$ cat config.mk
export PLATFORM = sky130hd
export DESIGN_NAME = score_hand
export DESIGN_NICKNAME = d
export VERILOG_FILES = /design/src/rtl/score_hand.sv
export SDC_FILE = /design/constraint.sdc
export NUM_CORES = 1
export LEC_CHECK = 0
export CAP_MARGIN = 10
export CORE_MARGIN = 4
export CORE_UTILIZATION = 30
export CTS_CLUSTER_DIAMETER = 40
export CTS_CLUSTER_SIZE = 14
export DETAILED_ROUTE_END_ITERATION = 16
export GPL_TIMING_DRIVEN = 0
export PLACE_DENSITY = 0.56
export SLEW_MARGIN = 20
export SYNTH_ARGS = -nofsm -noshare
export SYNTH_HDL_FRONTEND = slang
export SYNTH_SLANG_ARGS = --single-unit
$ cat constraint.sdc
create_clock -name clk -period 0.8 [get_ports clk]
set_clock_uncertainty 0.15 [all_clocks]
set_input_delay 0.24 -clock clk [delete_from_list [all_inputs] [get_ports clk]]
set_output_delay 0.24 -clock clk [all_outputs]
set_load 0.005 [all_outputs]
$ cat src/rtl/score_hand.sv
// Baccarat hand scorer: three card codes -> registered score mod 10; optional card_err via SCORE_HAND_CARD_ERR_EN.
// Latency 1 cycle, one result per cycle; no backpressure, inputs sampled every edge.
module score_hand (
  input  logic       clk,
  input  logic       resetb,
  input  logic [3:0] card1,
  input  logic [3:0] card2,
  input  logic [3:0] card3,
`ifdef SCORE_HAND_CARD_ERR_EN
  output logic       card_err,
`endif
  output logic [3:0] total
);

  // Aces and pips keep their face value; tens, faces and illegal codes score 0.
  function automatic logic [3:0] pip_val(input logic [3:0] c);
    return (c <= 4'd9) ? c : 4'd0;
  endfunction

  logic [4:0] sum;
  logic [3:0] total_nxt;

  always_comb begin
    sum = {1'b0, pip_val(card1)} + {1'b0, pip_val(card2)} + {1'b0, pip_val(card3)};
    total_nxt = sum[3:0];
    if (sum >= 5'd20)
      total_nxt = 4'(sum - 5'd20);
    else if (sum >= 5'd10)
      total_nxt = 4'(sum - 5'd10);
  end

  always_ff @(posedge clk or negedge resetb) begin
    if (!resetb)
      total <= 4'd0;
    else
      total <= total_nxt;
  end

`ifdef SCORE_HAND_CARD_ERR_EN
  logic err_nxt;

  always_comb begin
    err_nxt = (card1 >= 4'd14) || (card2 >= 4'd14) || (card3 >= 4'd14);
  end

  always_ff @(posedge clk or negedge resetb) begin
    if (!resetb)
      card_err <= 1'b0;
    else
      card_err <= err_nxt;
  end
`endif

endmodule

After elaboration in Yosys (flattened, before gate mapping)
Index checks and enable logic that the tools add are counted.
{"block": "classes", "add_sub_neg": 4, "n_lt_le_gt_ge": 5, "muxes": 5}
{"op": "two-way mux 4 bit", "count": 5}
{"op": "less-or-equal comparator 4 bit, second input constant", "count": 3}
{"op": "adder 4 x 4 -> 5 bit", "count": 1}
{"op": "adder 5 x 4 -> 5 bit", "count": 1}
{"op": ">= comparator 5 x 4 -> 1 bit, second input constant", "count": 1}
{"op": ">= comparator 5 bit, second input constant", "count": 1}
{"op": "subtractor 4 x 3 -> 4 bit, second input constant", "count": 1}
{"op": "subtractor 4 bit, second input constant", "count": 1}
{"block": "totals", "wordCells": 15, "out_inout_bits": 4, "ff_bits": 4, "inputBits": 14}

Longest topological paths before layout
Gate-level depths: netlist of the first run.
{"block": "depth", "depth_word": 7, "ltp_mapped": 12, "depth_no_buf": 12}

Worst setup path after synthesis of the first run
No wires, ideal clock.
{"block": "synth_path", "kind": "input to register", "from": "input card1[2]", "to": "register total[2]", "stages": 12, "arrival_time_ps": 2640, "setup_ps": 129, "n_path_buf": 0, "path_slack_ps": -2119, "t_required_ps": 521, "cell_sequence": "o21ai_0 and2_1 fa_1 ha_1 fa_1 xor2_2 inv_2 ha_1 nor3b_1 or3_1 o21ai_0 o22ai_1"}
{"block": "synth_between", "elab_chain_len": 7, "word_cells_on_any_way": 10, "cone_classes": "add/sub: 4; order compare: 3; mux: 3"}
{"element": "from (decl)", "line_no": "6", "text": "input logic [3:0] card1,"}
{"element": "less-or-equal comparator 4 bit", "line_no": "17", "text": "return (c <= 4'd9) ? c : 4'd0;"}
{"element": "two-way mux 4 bit (*)", "line_no": "17"}
{"element": "adder 4 x 4 -> 5 bit (*)", "line_no": "24", "text": "sum = {1'b0, pip_val(card1)} + {1'b0, pip_val(card2)} + {1'b0, pip_val(card3)};"}
{"element": "adder 5 x 4 -> 5 bit (*)", "line_no": "24"}
{"element": "subtractor 4 bit / >= comparator 5 x 4 -> 1 bit (equally long branches)", "line_no": "29, 28"}
{"element": "two-way mux 4 bit", "line_no": "28", "text": "else if (sum >= 5'd10)"}
{"element": "two-way mux 4 bit (*)", "line_no": "26", "text": "if (sum >= 5'd20)"}
{"element": "named net total_nxt[2]", "line_no": "21", "text": "logic [3:0] total_nxt;"}
{"element": "to (signal assigned)", "line_no": "36", "text": "total <= total_nxt;"}
{"element": "to (decl)", "line_no": "12", "text": "output logic [3:0] total"}
Mark *: on every way through the listed nets, which the timed path passes. The rest lies on a longest branch.

Worst setup path in the final report of the first run
{"block": "layout_path", "from": "input card1[1]", "to": "register total[3]"}
The elaborated chain is that of the path after synthesis.

==> summary.md, run 1 <==
| Metric | Value |
|---|---|
| Synth cell types | 25 |
| Overall routing resource usage | 0.114 |
| Fmax | 372 MHz |
| Vias per cell | between 4 and 5 |
| Port Buffers | 17 |
| Mapped cell area | approximately 570 um^2 |
| Largest net degree at the start of global routing | 7 |
| Syn Inst Count | 60 |
| CP Capture Type | flop |
| CTS clk-pin slew, worst paths | roughly 40 ps |
| Share of cells above drive strength 1 | 0.640 |
| XOR/XNOR Fraction of Synth Area | 0.0286 |
| Slew margin rel. | 0.697 |
| Worst slew pin tran | about 450 ps |
| Final ANT Viol Nets | 0 |
| Number of CTS-inserted buffers | 3 |
| Peak supply drop | roughly 0.67 mV |
| Fill cells | 168 |
| Die width | about 52 um |
| Combinational family with the most area after synthesis | adder cells |
| Async set-or-reset flop fraction in the synthesized netlist | 1.00 |
| Initial antenna violation count | 0 |
| Synth area leaders | dfrtp_1, fa_1, ha_1 |
| Share of the synthesized area in the top cell type | 0.176 |
| Register area share after synthesis | 0.176 |
| Worst Hold Class | in -> async |
| P per Cell Area | 1670 mW/mm^2 |
| Setup CP Type | in -> reg |
| Launching element type of the critical path | primary input |
| Flip-flop count of the largest register after layout | 4 |
| Yosys top cell by area | dfrtp_1 |
| Synth Area in Adders | 0.308 |
| Post-DP HPWL | roughly 1100 um |
| Vias in the first global route | ~600 |
| WL per Instance | 12.0 um |
| Area grow syn2layout | 74.2% |
| Syn_area_per_cell | between 9 and 10 um^2 |
| RSZ-0062 raised after global routing | true |
| Setup TNS | -7120 ps |
| Synth Area in Compound Gates | 0.181 |
| Drt total wl | 1340 um |
| Biggest regs | total x4 |
| CTS sink cnt | 4 |
| # Max-Cap Violations | 0 |
| H-tree depth | 1 |
| Tcrit/Tclk final | 3.36 |
| CTS Root Cell | clkbuf_4 |
| Leak | about 0.45 nW |
| GPL Wtd Cong | 0.730 |
| CTS tree | yes |
| Final worst setup slack | -1890 ps |
| Status | complete, but fails checks |
| # nets final | about 110 |
| Biggest register | total |
| Post-Synth Simple-Gate Area | 0.256 |
| Most used flip-flop cell after synthesis | dfrtp_1 |
| Grt ovf | 0 |
| Final setup fails | 8 |
| Tmin final | around 2700 ps |
| Die area | roughly 0.0027 mm^2 |
| Diodes inserted | 0 |
| WP data required | 760 ps |
| Violated checks | negative setup slack |
| FF+latch count, synth | 4 |
| CORE AREA | 0.00176 mm^2 |
| Syn_nets | 85 |
| Via count | between 500 and 600 |
| Cell Rows | 15 |
| Global-route wire length before repair | 2260 um |
| Util after Layout | 0.561 |
| Starting Density | 0.322 |
| I/O pins | 18 |
| Post-synth EDFFs | 0 |
| Final Max Tran Viols | 0 |
| Most common library cells after synthesis | ha_1, o21ai_0, fa_1 |
| Critical path peak fanout | 3 |
| Final Hold Fails | 0 |
| DRC violations left | 0 |
| DR pass1 iterations | 3 |
| Maximum root-to-sink buffer count | 2 |
| Mux contribution to synthesized area | 0.0176 |
| Iteration-0 DRC count of the detailed router | 7 |
| Yosys Warn Count | 0 |
| Critical path arrival | approximately 2700 ps |
| Die Span Y | a little over 50 um |
where the power goes:
part | switching, W | internal (W)
clock | 0.0000757 | 0.000167
combinational | 0.000522 | 0.000597
sequential | 0.0000115 | 0.000275
total | 0.000610 | 0.00104
area by class of cell:
cell class              instances  area, um^2  area share
repair buffers                 23         213       0.215
inverters                       5        18.8      0.0190
flip-flops and latches          4         100       0.101
well taps                      25        31.3      0.0316
multi-input cells              51         604       0.611
clock buffers                   3        22.5      0.0228
timing repair:
item	in CTS	in global routing
gates resized for setup	86	13
pin swaps	13	13
hold buffers	0	0
setup buffers	4	2
setup endpoints to repair	8	8
cell families (layout without fill, tap and decap cells):
family	Yosys count	count (layout)
and+or+nand+nor	22	22
AOI/OAI and AO/OA	16	16
adders and majority gates	11	11
buffers and inverters	5	31
DFF	4	4
xor gates and xnor gates	1	1
muxes	1	1
worst max-delay path, stage by stage:
cell and delay, ps:
buf_8 100, nor2b_4 120, fa_1 520, ha_4 190, fa_2 380, xor2_4 190
inv_2 70, ha_4 150, nor3b_4 140, or3_4 340, a21oi_2 120, mux2i_1 90
worst max-delay path by stage:
stage	startpoint	slack [ps]	endpoint	cells after the start
after floorplan	card1[1]	-1940	total[2]$_DFF_PN0_	11
after global placement	card2[3]	-2680	total[3]$_DFF_PN0_	11
after detailed placement	card1[3]	-2690	total[3]$_DFF_PN0_	13
after CTS	card3[1]	-1950	total[3]$_DFF_PN0_	12
after global routing	card1[3]	-1950	total[1]$_DFF_PN0_	13
final	card1[1]	-1890	total[3]$_DFF_PN0_	12
routing by layer:
| metal | track usage | up-vias | share of wire |
|---|---|---|---|
| met5 | 0 | - | 0 |
| li1 | - | 271 | - |
| met2 | 0.208 | 11 | 0.55 |
| met4 | 0.0699 | 0 | 0 |
| met1 | 0.120 | 264 | 0.41 |
| met3 | 0.0201 | 0 | 0.037 |
per-stage QoR:
step	cells	hold WS, ps	cell area (um^2)	power [W]	setup WS [ps]
2_1_floorplan	60	-206	624	0.000889	-1940
3_3_place_gp	102	303	826	0.00122	-2680
3_5_place_dp	102	304	826	0.00123	-2690
4_1_cts	109	59.3	917	0.00152	-1950
5_1_grt	111	52.3	990	0.00180	-1950
6_report	111	59.5	990	0.00165	-1890
cells in the final DEF, fill, tap and decap left out, types with 2 or more instances in the layout:
cell,synthesis,routed
fa_1,5,3
buf_8,0,5
nand2b_1,4,2
a21oi_1,3,2
buf_2,0,5
nand2_1,2,2
inv_2,1,3
ha_4,0,2
inv_1,4,2
ha_2,0,2
or3_4,1,2
dfrtp_1,4,4
nor2b_4,0,3
clkdlybuf4s15_1,0,2
buf_4,0,8
fa_2,0,2
ha_1,6,2
nor3b_2,0,3
nand2b_4,0,2
clkbuf_4,0,3
buf_6,0,2
a21o_1,2,2
o21ai_2,0,3
and2_4,1,4
o21ai_0,6,2
Note: power is estimated with default switching activity, not from simulation.
==> inputs of run 2 (changes only) <==
Settings changed: PLACE_DENSITY 0.56 to default.
==> summary.md, run 2 (synthesis gave the netlist of run 1 again) <==
| Metric | Value |
|---|---|
| Util after Layout | 0.545 (was 0.561) |
| Most common cell after layout, fill and taps aside | buf_4 (unchanged) |
| Final setup fails | 8 (unchanged) |
| Global-route wire length before repair | 2270 um (was 2260 um) |
| Violated checks | negative setup slack (unchanged) |
| Die area | 0.00265 mm^2 (unchanged) |
| Worst slew pin tran | 498 ps (was 449 ps) |
| Fmax | 366 MHz (was 372 MHz) |
| Critical path peak fanout | 3 (unchanged) |
| Status | complete, but fails checks (unchanged) |
| Flip-flop count of the largest register after layout | 4 (unchanged) |
| Port Buffers | 17 (unchanged) |
| Part of the power in registers | 0.175 (was 0.174) |
| Final Hold Fails | 0 (unchanged) |
| GR Util met2 | 0.191 (was 0.208) |
| CTS clk-pin slew, worst paths | 40 ps (about the same) |
| Area of the multi-input gates | 594 um^2 (was 604 um^2) |
| CTS Root Cell | clkbuf_4 (unchanged) |
| Die width | 51.5 um (unchanged) |
| Fill cells | 175 (was 168) |
| Peak supply drop | 0.795 mV (was 0.674 mV) |
| Place WS | -2700 ps (was -2690 ps) |
| Tmin final | 2730 ps (was 2690 ps) |
| Vias per cell | 4.88 (was 4.92) |
| Maximum root-to-sink buffer count | 2 (unchanged) |
| Iteration-0 DRC count of the detailed router | 8 (was 7) |
| Sw Ratio | 0.378 (was 0.370) |
| # nets final | 112 (was 113) |
| Largest net degree at the start of global routing | 7 (unchanged) |
| Setup CP Type | in -> reg (unchanged) |
| CTS Hold Buffers Added | 0 (unchanged) |
| Biggest register | total (unchanged) |
| I/O pins | 18 (unchanged) |
| Comb pwr share | 0.677 (was 0.679) |
| Slew margin rel. | 0.664 (was 0.697) |
| Vias in the first global route | 567 (was 588) |
| Leak | 0.443 nW (was 0.450 nW) |
| Cell Rows | 15 (unchanged) |
| Post-DP HPWL | 1010 um (was 1100 um) |
| WP data required | 750 ps (was 760 ps) |
| CP Capture Type | flop (unchanged) |
| CTS sink cnt | 4 (unchanged) |
| Busiest layer in global routing | met2 (unchanged) |
| Share of cells above drive strength 1 | 0.624 (was 0.640) |
| Clock share of power | 0.148 (was 0.147) |
| Reg area | 100 um^2 (unchanged) |
| Final ANT Viol Nets | 0 (unchanged) |
| Critical path arrival | 2690 ps (was 2650 ps) |
| CTS tree | yes (unchanged) |
| GPL Wtd Cong | 0.765 (was 0.730) |
| P per Cell Area | 1720 mW/mm^2 (was 1670 mW/mm^2) |
| Launching element type of the critical path | primary input (unchanged) |
| Overall routing resource usage | 0.116 (was 0.114) |
| H-tree depth | 1 (unchanged) |
| Grt ovf | 0 (unchanged) |
| Die Span Y | 51.5 um (unchanged) |
| Met1 usage | 0.132 (was 0.120) |
| Final worst setup slack | -1930 ps (was -1890 ps) |
| WL per Instance | 12.9 um (was 12.0 um) |
| RSZ-0062 raised after global routing | true (unchanged) |
| Setup TNS | -7270 ps (was -7120 ps) |
| # Max-Cap Violations | 0 (unchanged) |
| Biggest regs | total x4 (unchanged) |
| Internal power | 0.00103 W (was 0.00104 W) |
| Tcrit/Tclk final | 3.42 (was 3.36) |
| Drt total wl | 1420 um (was 1340 um) |
| Diodes inserted | 0 (unchanged) |
| Area grow syn2layout | 69.2% (was 74.2%) |
| CORE AREA | 0.00176 mm^2 (unchanged) |
| Starting Density | 0.322 (unchanged) |
| NetSw | 0.000623 W (was 0.000610 W) |
| Initial antenna violation count | 0 (unchanged) |
| DRC violations left | 0 (unchanged) |
| DR pass1 iterations | 4 (was 3) |
| Worst Hold Class | in -> async (unchanged) |
| Most frequent cells in the layout | buf_4, buf_6, buf_2 (was buf_4, buf_8, buf_2, and2_4, dfrtp_1) |
| Via count | 537 (was 546) |
| Routing usage on met3 | 0.0229 (was 0.0201) |
| Final total power | 0.00165 W (about the same) |
| Number of CTS-inserted buffers | 3 (unchanged) |
| Final Max Tran Viols | 0 (unchanged) |
==> run 2: cell type report <==
| cell class | instances | share of cell area |
|---|---|---|
| clock buffers | 3 | 0.0234 |
| inverters | 5 | 0.0195 |
| multi-input cells | 51 | 0.618 |
| flip-flops and latches | 4 | 0.104 |
| well taps | 25 | 0.0326 |
| repair buffers | 22 | 0.202 |
==> run 2: through the flow <==
step	std cells	instance area [um^2]	hold slack (ps)
finish	110	961	53.7
CTS	108	915	44.2
global route	110	961	52.5
detailed placement	102	826	295
floorplan	60	624	-206
global placement	102	826	302
==> run 2: critical path, stage by stage <==
cell	delay, ps
buf_8	100
nor2b_4	120
fa_1	530
ha_4	200
fa_2	370
xor2_4	160
inv_2	70
ha_4	150
nor3b_4	150
or3_4	350
o21ai_2	160
o22ai_2	90
==> run 2: worst paths after layout <==
| check | from | to | depth (start not counted) |
|---|---|---|---|
| setup / recovery | card1[1] | total[2]$_DFF_PN0_ | 12 |
| hold / removal | resetb | total[1]$_DFF_PN0_ | 1 |
| max in group asynchronous | resetb | total[3]$_DFF_PN0_ | 1 |
| min in group clk | card3[0] | total[0]$_DFF_PN0_ | 3 |
==> run 2: power by group through the flow <==
| stage | Clock (W) | Combinational [W] | Sequential, W |
|---|---|---|---|
| floorplan | 0 | 0.000581 | 0.000308 |
| global placement | 0 | 0.000916 | 0.000294 |
| global route | 0.000272 | 0.00123 | 0.000301 |
| finish | 0.000244 | 0.00112 | 0.000289 |
| CTS | 0.000261 | 0.00103 | 0.000290 |
| detailed placement | 0 | 0.000933 | 0.000296 |
==> run 2: timing repair <==
action | 4_1_cts | 5_1_grt
cloned | 0 | 0
pin swaps | 9 | 9
setup endpoints to repair | 8 | 8
resized for setup | 86 | 7
setup buffers | 3 | 2
==> run 2: layer usage <==
metal | wire length (um) | up-vias
li1 | - | 263
met1 | 525 | 252
met2 | 769 | 18
met3 | 87 | 4
met4 | 38 | 0
met5 | 0 | -
==> inputs of run 3 (changes only) <==
--- a/config.mk
+++ b/config.mk
@@ -7,4 +7,5 @@
 export LEC_CHECK = 0
 export CAP_MARGIN = 10
+export CORE_ASPECT_RATIO = 0.8
 export CORE_MARGIN = 4
 export CORE_UTILIZATION = 30
@@ -13,4 +14,5 @@
 export DETAILED_ROUTE_END_ITERATION = 16
 export GPL_TIMING_DRIVEN = 0
+export MAX_ROUTING_LAYER = met4
 export SLEW_MARGIN = 20
 export SYNTH_ARGS = -nofsm -noshare
==> constraint.sdc (replaced) <==
create_clock -name clk -period 0.8 [get_ports clk]
set_clock_uncertainty 0.15 [all_clocks]
set_input_delay 0.16 -clock clk [delete_from_list [all_inputs] [get_ports clk]]
set_output_delay 0.16 -clock clk [all_outputs]
set_load 0.005 [all_outputs]
==> summary.md, run 3 (synthesis gave the netlist of run 1 again) <==
| Metric | Value |
|---|---|
| Final Max Tran Viols | 0 (unchanged) |
| Leak | 0.438 nW (was 0.443 nW) |
| CP Capture Type | flop (unchanged) |
| P per Cell Area | 1710 mW/mm^2 (was 1720 mW/mm^2) |
| Maximum root-to-sink buffer count | 2 (unchanged) |
| Critical path peak fanout | 3 (unchanged) |
| Critical path arrival | 2560 ps (was 2690 ps) |
| WP data required | 750 ps (about the same) |
| Max stage delay cell, worst path | fa_1 (unchanged) |
| RSZ-0062 raised after global routing | true (unchanged) |
| DRC violations left | 0 (unchanged) |
| Fmax | 383 MHz (was 366 MHz) |
| Crit-path cells | buf_6 -> nor2b_4 -> fa_1 -> ha_4 -> fa_2 -> xor2_4 -> inv_2 -> ha_4 -> nor3b_4 -> or3_4 -> a21oi_2 -> mux2i_1 (was buf_8 -> nor2b_4 -> fa_1 -> ha_4 -> fa_2 -> xor2_4 -> inv_2 -> ha_4 -> nor3b_4 -> or3_4 -> o21ai_2 -> o22ai_2) |
| Sw Ratio | 0.366 (was 0.378) |
| Via count | 513 (was 537) |
| Slew margin rel. | 0.699 (was 0.664) |
| Iteration-0 DRC count of the detailed router | 12 (was 8) |
| I/O pins | 18 (unchanged) |
| Overall routing resource usage | 0.115 (was 0.116) |
| Port Buffers | 17 (unchanged) |
| Tmin final | 2610 ps (was 2730 ps) |
| WL per Instance | 12.6 um (was 12.9 um) |
| Worst Hold Class | in -> async (unchanged) |
| Most frequent cells in the layout | buf_4, buf_6, buf_2, and2_4, dfrtp_1 (was buf_4, buf_6, buf_2) |
| Violated checks | negative hold slack, negative setup slack (was negative setup slack) |
| GPL Wtd Cong | 0.771 (was 0.765) |
| Status | complete, but fails checks (unchanged) |
| Final setup fails | 8 (unchanged) |
| Worst path max stage delay | 510 ps (was 530 ps) |
| Share of cells above drive strength 1 | 0.624 (unchanged) |
| Crit path depth | 12 (unchanged) |
| CTS sink cnt | 4 (unchanged) |
| Final ANT Viol Nets | 0 (unchanged) |
| Fill cells | 150 (was 175) |
| Area grow syn2layout | 66.1% (was 69.2%) |
| Biggest regs | total x4 (unchanged) |
| H-tree depth | 1 (unchanged) |
| Largest net degree at the start of global routing | 7 (unchanged) |
| Peak supply drop | 0.827 mV (was 0.795 mV) |
| CTS clk-pin slew, worst paths | 30 ps (was 40 ps) |
| CP Buf/Inv Count | 2 (unchanged) |
| Die Span Y | 46.9 um (was 51.5 um) |
| Final worst setup slack | -1810 ps (was -1930 ps) |
| Crit path max-delay family | adder cells (unchanged) |
| Number of CTS-inserted buffers | 3 (unchanged) |
| Final Hold Fails | 4 (was 0) |
| Cell Rows | 13 (was 15) |
| Starting Density | 0.333 (was 0.322) |
| Diodes inserted | 0 (unchanged) |
| Final total power | 0.00161 W (was 0.00165 W) |
| # nets final | 112 (unchanged) |
| Vias per cell | 4.79 (was 4.88) |
| CORE AREA | 0.00171 mm^2 (was 0.00176 mm^2) |
| Launching element type of the critical path | primary input (unchanged) |
| DR pass1 iterations | 4 (unchanged) |
| Grt ovf | 0 (unchanged) |
| NetSw | 0.000591 W (was 0.000623 W) |
| Setup TNS | -6470 ps (was -7270 ps) |
| Setup CP Type | in -> reg (unchanged) |
| Initial antenna violation count | 0 (unchanged) |
| Drt total wl | 1350 um (was 1420 um) |
| Tcrit/Tclk final | 3.26 (was 3.42) |
| Fin cells | 107 (was 110) |
| Die width | 56.7 um (was 51.5 um) |
| Final hold slack | -16.5 ps (was 53.7 ps) |
| Global-route wire length before repair | 2280 um (was 2270 um) |
| Most frequent CP cell | ha_4 (unchanged) |
| Clock share of power | 0.143 (was 0.148) |
| Post-DP HPWL | 1050 um (was 1010 um) |
| Worst slew pin tran | 447 ps (was 498 ps) |
| Part of the power in registers | 0.178 (was 0.175) |
| Biggest register | total (unchanged) |
| CTS Root Cell | clkbuf_4 (unchanged) |
| DP Cell Count | 99 (was 102) |
| # Max-Cap Violations | 0 (unchanged) |
| Internal power | 0.00102 W (was 0.00103 W) |
| CTS tree | yes (unchanged) |
| Comb pwr share | 0.679 (was 0.677) |
| Most common cell after layout, fill and taps aside | buf_4 (unchanged) |
| Die area | 0.00266 mm^2 (was 0.00265 mm^2) |
| Flip-flop count of the largest register after layout | 4 (unchanged) |
| Vias in the first global route | 533 (was 567) |
run 3: cell type report:
cell class | instances | area (um^2) | area share
inverters | 5 | 18.8 | 0.0199
well taps | 22 | 27.5 | 0.0292
clock buffers | 3 | 22.5 | 0.0239
multi-input cells | 51 | 596 | 0.631
repair buffers | 22 | 179 | 0.190
flip-flops and latches | 4 | 100 | 0.106
run 3: final timing paths:
kind / end / from / slack, ps
max in group asynchronous: total[2]$_DFF_PN0_ / resetb / 360
min in group clk: total[0]$_DFF_PN0_ / card3[0] / 300
max: total[3]$_DFF_PN0_ / card1[1] / -1810
min: total[0]$_DFF_PN0_ / resetb / -20
run 3: stage by stage:
| step | setup WS, ps | util | instance area [um^2] | hold WS, ps |
|---|---|---|---|---|
| 2_1_floorplan | -1860 | - | 624 | -286 |
| 6_report | -1810 | 0.552 | 943 | -16.5 |
| 3_3_place_gp | -2650 | 0.481 | 822 | 222 |
| 3_5_place_dp | -2650 | 0.481 | 822 | 216 |
| 4_1_cts | -1890 | 0.519 | 886 | -21.2 |
| 5_1_grt | -1920 | 0.552 | 943 | 3.87 |
run 3: layer usage:
metal	global-route usage	vias to the layer above	part of all wire
met3	0.0275	0	0.067
met4	0.0284	0	0
li1	-	267	-
met2	0.191	11	0.45
met5	-	-	0
met1	0.144	235	0.49
run 3: timing repair:
action                                  in CTS  in global routing
hold endpoints to repair                     4                  0
buffers inserted                             3                  2
pin swaps                                   14                  7
gates resized for setup                     81                  9
endpoints found under the setup margin       8                  8
run 3: power by group through the flow:
stage,clock [W],sequential (W),combinational [W]
2_1_floorplan,0,0.000308,0.000581
3_3_place_gp,0,0.000293,0.000917
3_5_place_dp,0,0.000293,0.000931
4_1_cts,0.000241,0.000287,0.000963
5_1_grt,0.000248,0.000295,0.00121
6_report,0.000230,0.000287,0.00110
==> RTL change 1, RTL diff (settings of run 3) <==
The option `SCORE_HAND_CARD_ERR_EN` is turned on by a define.
--- a/src/rtl/score_hand.sv
+++ b/src/rtl/score_hand.sv
@@ -1,5 +1,7 @@
 // Baccarat hand scorer: three card codes -> registered score mod 10; optional card_err via SCORE_HAND_CARD_ERR_EN.
 // Latency 1 cycle, one result per cycle; no backpressure, inputs sampled every edge.
+`define SCORE_HAND_CARD_ERR_EN
+
 module score_hand (
   input  logic       clk,
   input  logic       resetb,
Function (old outputs only; new: card_err): kept (Yosys induction, for registers that start in step).
==> RTL change 1 against run 3 <==
The flow still finishes with violations (hold timing, setup timing). Critical endpoint is now total[2]. Area after synthesis grew 9.5%. Sequential cell count up 1. Power is 13% higher. Worst setup slack got worse by 0.20 ns. Cell area grew 11%. Wire length grew 24%. Count of clock-buffer cells in the layout rose by 1. Non-clock buffer count is 6 higher.
==> RTL change 1: results (changes against run 3) <==
| Metric | Value |
|---|---|
| Status | finished, violations left |
| Failing checks | hold timing, setup timing |
| Largest stage delay on the critical path | 0.48 ns (-0.03 ns) |
| Synthesized Nets | 95 (+12%) |
| Worst setup margin | -2.01 ns (-0.198 ns) |
| Synthesized instance count | 70 (+17%) |
| Largest net degree at the start of global routing | 9 (+2) |
| Worst Hold Class | input pin to async pin |
| Number of global-route vias before repair | 630 (+18%) |
| Number of setup violations in the final report | 9 (+1) |
| Post-Place Cells | 112 (+13%) |
| Relative slew slack | 0.763 (+0.0641) |
| Fin Hold WS | -0.0101 ns (+0.00644 ns) |
| WP data arrival | 2.81 ns (+0.25 ns) |
| Met1 usage | 0.165 (+0.0208) |
| Area contributors post-synth | dfrtp_1 (20%), fa_1 (16%), ha_1 (12%), nand2b_1 (7.0%), inv_1 (6.0%) |
| Iter 0 DRT Violations | 16 (+4) |
| Yosys cell types | 26 (+4.0%) |
| Count of final hold-check violations | 5 (+1) |
| GR Layer Usage met3 | 0.00266 (-0.0248) |
| Crit path max fanout | 4 (+1) |
| First-pass GRT wire length | 2.70 mm (+19%) |
| Global Route Usage Sum | 0.123 (+0.00719) |
| DRT Wirelength | 1.68 mm (+24%) |
| CTS Root Buffer Type | clkbuf_4 |
| Worst vdd ir | 1.01 mV (+22%) |
| Synth top cells by count | inv_1 (10), nand2b_1 (7), ha_1 (6) |
| DP Wirelength | 1.12 mm (+7.3%) |
| Layout Nets | 128 (+14%) |
| Fillers | 168 (+12%) |
| Uppermost layer routed | met4 |
| Average routed wire per standard cell | 13.3 um (+5.5%) |
| GR Util met2 | 0.195 (+0.00361) |
| TNS Setup | -7.26 ns (-0.793 ns) |
| Layout cells sized above 1 | 0.529 (-0.0941) |
| Port bufs | 18 (+1) |
| Wire length on met1 | 736 um (+12%) |
| P_leak | 0.502 nW (+15%) |
| Gpl congestion | 0.774 (+0.34%) |
| Sequential-to-total area share from yosys stat | 0.201 (+0.0250) |
| DR vias/cell | 5.01 (+4.5%) |
| WL met3 | 45 um (-50%) |
==> RTL change 1: worst paths after layout <==
| path | start | end | slack, ns | depth (start not counted) |
|---|---|---|---|---|
| worst min-delay path | resetb | total[0] | -0.01 | 1 |
| max in group asynchronous | resetb | total[2] | 0.33 | 1 |
| worst max-delay path | card1[3] | total[2] | -2.01 | 16 |
| min in group clk | card3[1] | card_err | 0.05 | 3 |
==> RTL change 1: area by class of cell <==
cell class / instances / area [um2] / area share
clock buffer: 4 / 26.3 / 0.0251
multi-input combinational: 55 / 592 / 0.565
timing repair buffer: 28 / 236 / 0.226
sequential: 5 / 125 / 0.119
inverter: 10 / 37.5 / 0.0358
tap: 24 / 30.0 / 0.0287
==> RTL change 1: timing repair <==
| action | in CTS | in global routing |
|---|---|---|
| endpoints found under the hold margin | 5 | 0 |
| resized for setup | 92 | 8 |
| setup buffers | 7 | 3 |
| pin swaps | 10 | 6 |
| endpoints found under the setup margin | 10 | 9 |
==> RTL change 1: cells by family after synthesis <==
logic type	count (synthesis)	synth area share
AO/OA/AOI/OAI	14	0.163
flip-flops	5	0.201
buffers and inverters	10	0.0604
adder cells (fa/ha/maj)	11	0.282
AND/OR/NAND/NOR	29	0.280
XOR/XNOR	1	0.0141
==> RTL change 1: stage by stage <==
| stage | setup WS (ns) | instance area (um2) |
|---|---|---|
| finish | -2.01 | 1050 |
| global route | -2.10 | 1050 |
| CTS | -1.90 | 977 |
| detailed placement | -2.72 | 868 |
| global placement | -2.68 | 868 |
| floorplan | -2.04 | 658 |
==> RTL change 1: power by group <==
group          switching [mW]  internal, mW  total [mW]  leakage [nW]
sequential             0.0133         0.328       0.342        0.0616
combinational           0.572         0.633        1.20         0.425
clock                  0.0888         0.188       0.276        0.0150
total                   0.674          1.15        1.82         0.502
==> RTL change 2, RTL diff (config.mk and constraints of run 3) <==
Without the edit above. Register the output `total` once more, without a reset; this adds one clock of latency there.
--- a/src/rtl/score_hand.sv
+++ b/src/rtl/score_hand.sv
@@ -11,6 +11,8 @@
 `endif
   output logic [3:0] total
 );
+
+  logic [3:0] total_s0;
 
   // Aces and pips keep their face value; tens, faces and illegal codes score 0.
   function automatic logic [3:0] pip_val(input logic [3:0] c);
@@ -31,9 +33,9 @@
 
   always_ff @(posedge clk or negedge resetb) begin
     if (!resetb)
-      total <= 4'd0;
+      total_s0 <= 4'd0;
     else
-      total <= total_nxt;
+      total_s0 <= total_nxt;
   end
 
 `ifdef SCORE_HAND_CARD_ERR_EN
@@ -51,5 +53,9 @@
   end
 `endif
 
+  always_ff @(posedge clk) begin
+    total <= total_s0;
+  end
+
 endmodule
 
Formal check against the unedited RTL: not equivalent (a bounded check fails within 4 cycles, from zero or initial values and one cycle with resetb low).
==> RTL change 2 against run 3 <==
Critical path type unchanged. Sequential cell count is 4 higher. Cell area rose by 11%. Largest cell class unchanged. Maximum frequency is 0.85% higher. Area after synthesis rose by 14%. Sequential share of layout area grew 6.6 points. Combinational power is 5% higher. Worst setup slack improved by 0.022 ns. Power up 25%. The flow still finishes with violations (hold timing, setup timing). Sequential power rose by 100%. Count of clock-buffer cells in the layout unchanged. Wire length rose by 10%.
==> RTL change 2: results (changes against run 3) <==
| Metric | Value |
|---|---|
| XOR/XNOR Fraction of Synth Area | 0.0251 (-0.00354) |
| Count of final hold-check violations | 4 (unchanged) |
| Post-synthesis adder-cell area fraction | 0.270 (-0.0381) |
| Wire length on met1 | 666 um (+1.4%) |
| Worst vdd ir | 1.07 mV (+30%) |
| Relative slew slack | 0.710 (+0.0109) |
| Iter 0 DRT Violations | 1 (-11) |
| Synthesized Nets | 89 (+4.7%) |
| TritonRoute pass-1 iters | 2 (-2) |
| Number of global-route vias before repair | 520 (-2.4%) |
| Metal2 WL | 757 um (+26%) |
| Layout cells sized above 1 | 0.589 (-0.0346) |
| Yosys cell types | 26 (+4.0%) |
| Uppermost layer routed | met4 |
| Mux cell area share after synthesis | 0.0154 (-0.00218) |
| Met1 usage | 0.149 (+0.00493) |
| Largest stage delay on the critical path | 0.62 ns (+0.11 ns) |
| Area post-placement | 905 um2 (+10%) |
| Failing checks | hold timing, setup timing |
| TNS Setup | -6.16 ns (+0.312 ns) |
| Initial antenna violation count | 0 (unchanged) |
| DRT Wirelength | 1.49 mm (+10%) |
| Layout Nets | 117 (+4.5%) |
| Regs by FF count | total (4), total_s0 (4) |
| Global Route Usage Sum | 0.108 (-0.00723) |
| P_leak | 0.475 nW (+8.5%) |
| Number of setup violations in the final report | 8 (unchanged) |
| Clk slew on worst S/H paths | 0.05 ns (+0.02 ns) |
| Worst slack, placed | -2.66 ns (-0.00601 ns) |
| Gpl congestion | 0.762 (-1.2%) |
| Dominant synthesized flop cell | dfxtp_1 |
| GR Util met2 | 0.162 (-0.0294) |
| Crit path max-delay cell type | fa_2 |
| WP data arrival | 2.58 ns (+0.02 ns) |
| Synth Area in Compound Gates | 0.158 (-0.0223) |
| First-pass GRT wire length | 2.44 mm (+7.2%) |
| Area contributors post-synth | dfrtp_1 (15%), fa_1 (15%), dfxtp_1 (12%), ha_1 (12%), o21ai_0 (4.6%) |
| Fin Hold WS | -0.0305 ns (-0.0140 ns) |
| GR Layer Usage met3 | 0.0235 (-0.00397) |
| Worst setup margin | -1.79 ns (+0.0219 ns) |
| WL met3 | 57 um (-37%) |
| Post-synth ARST share | 0.500 (-0.500) |
| Status | finished, violations left |
| DP Wirelength | 1.07 mm (+2.5%) |
-- RTL change 2: path summary, 6_finish.rpt --
check,from,end,slack (ns),cells after the start
setup / recovery,card2[1],total_s0[3],-1.79,10
hold / removal,resetb,total_s0[0],-0.03,1
setup reg to reg,total_s0[3],total[3],0.19,0
hold reg to reg,total_s0[0],total[0],0.19,0
max in group asynchronous,resetb,total_s0[3],0.36,1
min in group clk,total_s0[0],total[0],0.19,0
-- RTL change 2: repair_timing --
item / in CTS / in global routing
setup endpoints to repair: 8 / 8
hold endpoints to repair: 4 / 4
setup buffers: 5 / 2
resized for setup: 86 / 7
pin swaps: 15 / 10
-- RTL change 2: logic make-up after synthesis --
family	after synthesis
and+or+nand+nor	22
adders and majority gates	11
xor gates and xnor gates	1
buffers and inverters	5
AOI/OAI and AO/OA	16
muxes	1
DFF	8
-- RTL change 2: area by class of cell --
cell class / count / area (um2)
multi-input cells: 51 / 588
fillers: 173 / 917
flip-flops and latches: 8 / 180
well taps: 24 / 30.0
clock buffers: 3 / 22.5
repair buffers: 23 / 205
inverters: 5 / 18.8
-- RTL change 2: where the power goes --
part / internal (mW) / leakage, nW / total [mW] / switching (mW)
Combinational: 0.618 / 0.379 / 1.16 / 0.541
Sequential: 0.551 / 0.0828 / 0.577 / 0.0266
Clock: 0.170 / 0.0138 / 0.286 / 0.116
Total: 1.34 / 0.475 / 2.02 / 0.683
-- RTL change 2: through the flow --
| step | utilization | std cells |
|---|---|---|
| 2_1_floorplan | - | 64 |
| 3_3_place_gp | 0.461 | 105 |
| 3_5_place_dp | 0.461 | 105 |
| 4_1_cts | 0.508 | 112 |
| 5_1_grt | 0.533 | 114 |
| 6_report | 0.533 | 114 |
